`config.mk`:
```
export PLATFORM = sky130hd
export DESIGN_NAME = serializador
export DESIGN_NICKNAME = d
export VERILOG_FILES = /design/src/rtl/serializador.sv
export SDC_FILE = /design/constraint.sdc
export NUM_CORES = 1
export LEC_CHECK = 0
export CORE_MARGIN = 4
export CORE_UTILIZATION = 40
export DETAILED_ROUTE_END_ITERATION = 7
export PLACE_DENSITY = 0.62
export SYNTH_ARGS = -nofsm -noshare
export SYNTH_HDL_FRONTEND = slang
export SYNTH_SLANG_ARGS = --single-unit
```
`constraint.sdc`:
```
create_clock -name clk_100KHz -period 2.8 [get_ports clk_100KHz]
set_input_delay 0.56 -clock clk_100KHz [delete_from_list [all_inputs] [get_ports clk_100KHz]]
set_output_delay 0.56 -clock clk_100KHz [all_outputs]
set_load 0.05 [all_outputs]
```
`src/rtl/serializador.sv`:
```
// MSB-first parallel-to-serial transmitter with a four-phase valid/ack capture handshake.
// Define SERIALIZADOR_PARITY_EN to append an even-parity bit after each word.
module serializador #(
   parameter int WIDTH = 8
) (
   input  logic             clk_100KHz,
   input  logic             reset,
   input  logic [WIDTH-1:0] data_in,
   input  logic             data_valid,
   input  logic             status_in,
   output logic             data_out,
   output logic             write_out,
   output logic             ack_out,
   output logic             busy
);

   localparam int CW = $clog2(WIDTH + 1);

`ifdef SERIALIZADOR_PARITY_EN
   typedef enum logic [1:0] {IDLE, SHIFT, PARITY, WAIT_REL} state_t;
`else
   typedef enum logic [1:0] {IDLE, SHIFT, WAIT_REL} state_t;
`endif

   state_t           state, state_n;
   logic [WIDTH-1:0] shreg, shreg_n;
   logic [CW-1:0]    cnt, cnt_n;
   logic             data_out_n, write_out_n, ack_out_n, busy_n;
`ifdef SERIALIZADOR_PARITY_EN
   logic             par, par_n;
`endif

   always_comb begin
      // NOTE: every next value is given a default first so no path leaves it unassigned (no latches).
      state_n     = state;
      shreg_n     = shreg;
      cnt_n       = cnt;
      data_out_n  = data_out;
      write_out_n = write_out;
      ack_out_n   = ack_out;
`ifdef SERIALIZADOR_PARITY_EN
      par_n       = par;
`endif

      // Release of the handshake is honoured in every state.
      if (ack_out && !data_valid)
         ack_out_n = 1'b0;

      unique case (state)
         IDLE: begin
            if (data_valid && !ack_out) begin
               shreg_n   = data_in;
               ack_out_n = 1'b1;
               cnt_n     = '0;
`ifdef SERIALIZADOR_PARITY_EN
               par_n     = 1'b0;
`endif
               state_n   = SHIFT;
            end
         end

         SHIFT: begin
            if (status_in) begin
               write_out_n = 1'b0;
            end else if (cnt == CW'(WIDTH)) begin
`ifdef SERIALIZADOR_PARITY_EN
               // Parity goes out on the edge right after the last data bit.
               data_out_n  = par;
               write_out_n = 1'b1;
               state_n     = PARITY;
`else
               write_out_n = 1'b0;
               state_n     = WAIT_REL;
`endif
            end else begin
               data_out_n  = shreg[WIDTH-1];
               write_out_n = 1'b1;
               shreg_n     = {shreg[WIDTH-2:0], 1'b0};
               cnt_n       = cnt + CW'(1);
`ifdef SERIALIZADOR_PARITY_EN
               par_n       = par ^ shreg[WIDTH-1];
`endif
            end
         end

`ifdef SERIALIZADOR_PARITY_EN
         PARITY: begin
            write_out_n = 1'b0;
            if (!status_in)
               state_n = WAIT_REL;
         end
`endif

         WAIT_REL: begin
            write_out_n = 1'b0;
            // ack already released during SHIFT means the producer is done with this word.
            if (!data_valid || !ack_out)
               state_n = IDLE;
         end

         default: state_n = IDLE;
      endcase

      busy_n = (state_n != IDLE);
   end

   // NOTE: sequential state uses non-blocking assignments so all registers update together.
   always_ff @(posedge clk_100KHz or negedge reset) begin
      if (!reset) begin
         state     <= IDLE;
         shreg     <= '0;
         cnt       <= '0;
         data_out  <= 1'b0;
         write_out <= 1'b0;
         ack_out   <= 1'b0;
         busy      <= 1'b0;
`ifdef SERIALIZADOR_PARITY_EN
         par       <= 1'b0;
`endif
      end else begin
         state     <= state_n;
         shreg     <= shreg_n;
         cnt       <= cnt_n;
         data_out  <= data_out_n;
         write_out <= write_out_n;
         ack_out   <= ack_out_n;
         busy      <= busy_n;
`ifdef SERIALIZADOR_PARITY_EN
         par       <= par_n;
`endif
      end
   end

endmodule

```
==> impl_metrics.toml <==
[timing]
period_needed_ns = 2.15
max_slew_margin_pct = 45.6
skew_ns = 0.00903
tightest_slew_ns = 0.814
max_freq_ghz = 0.466
fin_crit_sh_pct = 76.7
worst_slack_ns = 0.653
maxSlewViolCount = 0
setup-violations-final = 0
hold_ws_ns = 0.519
rsz0062_at_grt = "no"
fin_tns_setup_ns = 0
hold_violations = 0

[synthesis]
avgSynthCellArea_um2 = 9.67
syn_area_um2 = 1090
yosysTopAreaCellShare_pct = 41.2
synth-seq-cells = 18
yosys_warnings = 0
ys.flop_type = "dfrtp_1"
synth_seq_area_share_pct = 41.2
yosys.area.top_type = "dfrtp_1"
synth_edf_count = 0
synth.area.top_cells = "dfrtp_1 41%, ha_1 6.9%, a221oi_1 6.4%"
synthCells = 113
synth_nets = 131
synth.distinct_cells = 28
async_reset_ff_share_pct = 100

[clock_network]
clkSinkCount = 18
cts_buffers = 3
cts_tree = "yes"
cts_resized = 0
cts_buffer_depth = 2
cts_root_buf = "clkbuf_4"
h-tree-depth = 1
clk_latency_ns = 0.29
cts_hold_buf = 0
cts_setup_buffers = 0
clk_pin_slew_ns = 0.11

[route]
drt-met1-wl_mm = 1.19
ant_nets = 0
maxUsedRoutingLayer = "met4"
drt_pass1_iterations = 4
wl_per_cell_um = 15.2
first_iter_violations = 19
num_vias = 929
met2WireLength_mm = 1.11
via_per_inst = 5.92
drcViolationCount = 0
wl_met3_um = 67
postRouteWirelength_mm = 2.39

[global_routing]
grtUsageTotal_pct = 15.4
antenna_found_initial = 0
grt_max_degree = 19
grt_pass1_vias = 931
grt-ovfl-total = 0
grt_pass1_wl_mm = 4.20

[pwr]
p_leak_nw = 0.507
peakVddDrop_v = 0.000696
powerDensity_nw_per_um2 = 1060
p_total_mw = 1.38

[worst_setup_path]
r2r_cells = 6
cp_data_required_time_ns = 2.95
start_kind = "register"
r2r-end = "shreg[7]"
crit_fanout = 17
cp-end-kind = "register"
r2r_slack_ns = 0.65
arrival_ns = 2.30
worst-setup-path-type = "reg -> reg"
r2r_start = "state[0]"

[final_layout]
drive_gt1_share_pct = 8.66
final_core_util_pct = 50.9
finalInstanceArea_um2 = 1290
diodes = 0
nets = 146
final-instance-count-excl-fill = 157
area_growth_pct = 18.6

[die]
dieWidth_um = 60.3
row_count = 18
start_util_pct = 42.9
io_pins = 16
dieArea_um2 = 3630
die_y_um = 60.3
core_area_um2 = 2540

[place]
hpwl_mm = 1.76
dp_slack_ns = 0.603
place_congestion = 0.813
numPortBuffers = 15
placed_area_um2 = 1260
dp_cells = 153

[worst_hold_path]
hp-start = "data_out"
whs_path_depth = 1
holdPathEnd = "data_out"
hold_path_class = "reg -> reg"

[run]
drv_cap = 0

[status]
status = "finished clean"
-- cell type report --
cell class,instances,area (um2)
Fill cell,251,1250
Timing Repair Buffer,16,158
Multi-Input combinational cell,82,587
Tap cell,30,37.5
Inverter,7,26.3
Sequential cell,18,450
Clock buffer,4,36.3
-- sequential cells by signal, summed over array words and instances (netlist names) --
signal / count
state: 2
shreg: 8
busy: 1
write_out: 1
ack_out: 1
data_out: 1
cnt: 4
-- per-layer routing --
| layer | GRT usage, % | vias up |
|---|---|---|
| met2 | 22.8 | 16 |
| met4 | 6.96 | 0 |
| met5 | 0 | - |
| met3 | 2.38 | 2 |
| met1 | 21.8 | 450 |
| li1 | - | 461 |
-- report_power, final --
part           total, mW  internal [mW]  switching (mW)  leakage, nW
registers          0.459          0.370          0.0889        0.211
logic              0.757          0.307           0.449        0.275
clock network      0.160         0.0791          0.0807       0.0210
total               1.38          0.757           0.619        0.507
-- Yosys cell counts (3+ instances only) --
cell	count
nand2_1	7
o22ai_1	7
o21ai_0	5
a221oi_1	8
nor2_1	13
a21oi_1	5
inv_1	7
a31oi_1	3
nand3b_1	3
dfrtp_1	18
ha_1	6
o22a_1	7
buf_2	5
-- cells in the final DEF, fill, tap and decap left out, types with 5 or more instances in the layout --
cell             instances
nor2_1                  13
dfrtp_1                 18
o22a_1                   7
ha_1                     6
o21ai_0                  5
a21oi_1                  5
nand2_1                  7
inv_1                    7
clkdlybuf4s50_1         15
o22ai_1                  7
a221oi_1                 8
-- worst max path at each step --
stage	start	endpoint	slack, ns	depth (start not counted)
3_5_place_dp	status_in	shreg[7]	0.60	4
6_report	state[0]	shreg[7]	0.65	6
2_1_floorplan	ack_out	cnt[2]	1.22	4
5_1_grt	state[0]	shreg[6]	0.40	6
4_1_cts	state[0]	shreg[7]	0.66	6
3_3_place_gp	status_in	shreg[5]	0.63	4
-- worst max-delay path, stage by stage (launching register included) --
cell      delay [ns]
dfrtp_1         0.42
inv_1           0.12
ha_1            0.55
nand3b_1        0.42
o22a_1          0.29
o22ai_1         0.14
a221oi_1        0.08
-- cell families after synthesis --
family / share of synthesized area, %
mux: 2.06
compound gates: 31.0
fa+ha+maj: 6.87
simple gates: 13.7
flops: 41.2
buf+inv: 5.04
(Power assumes the default switching activity.)
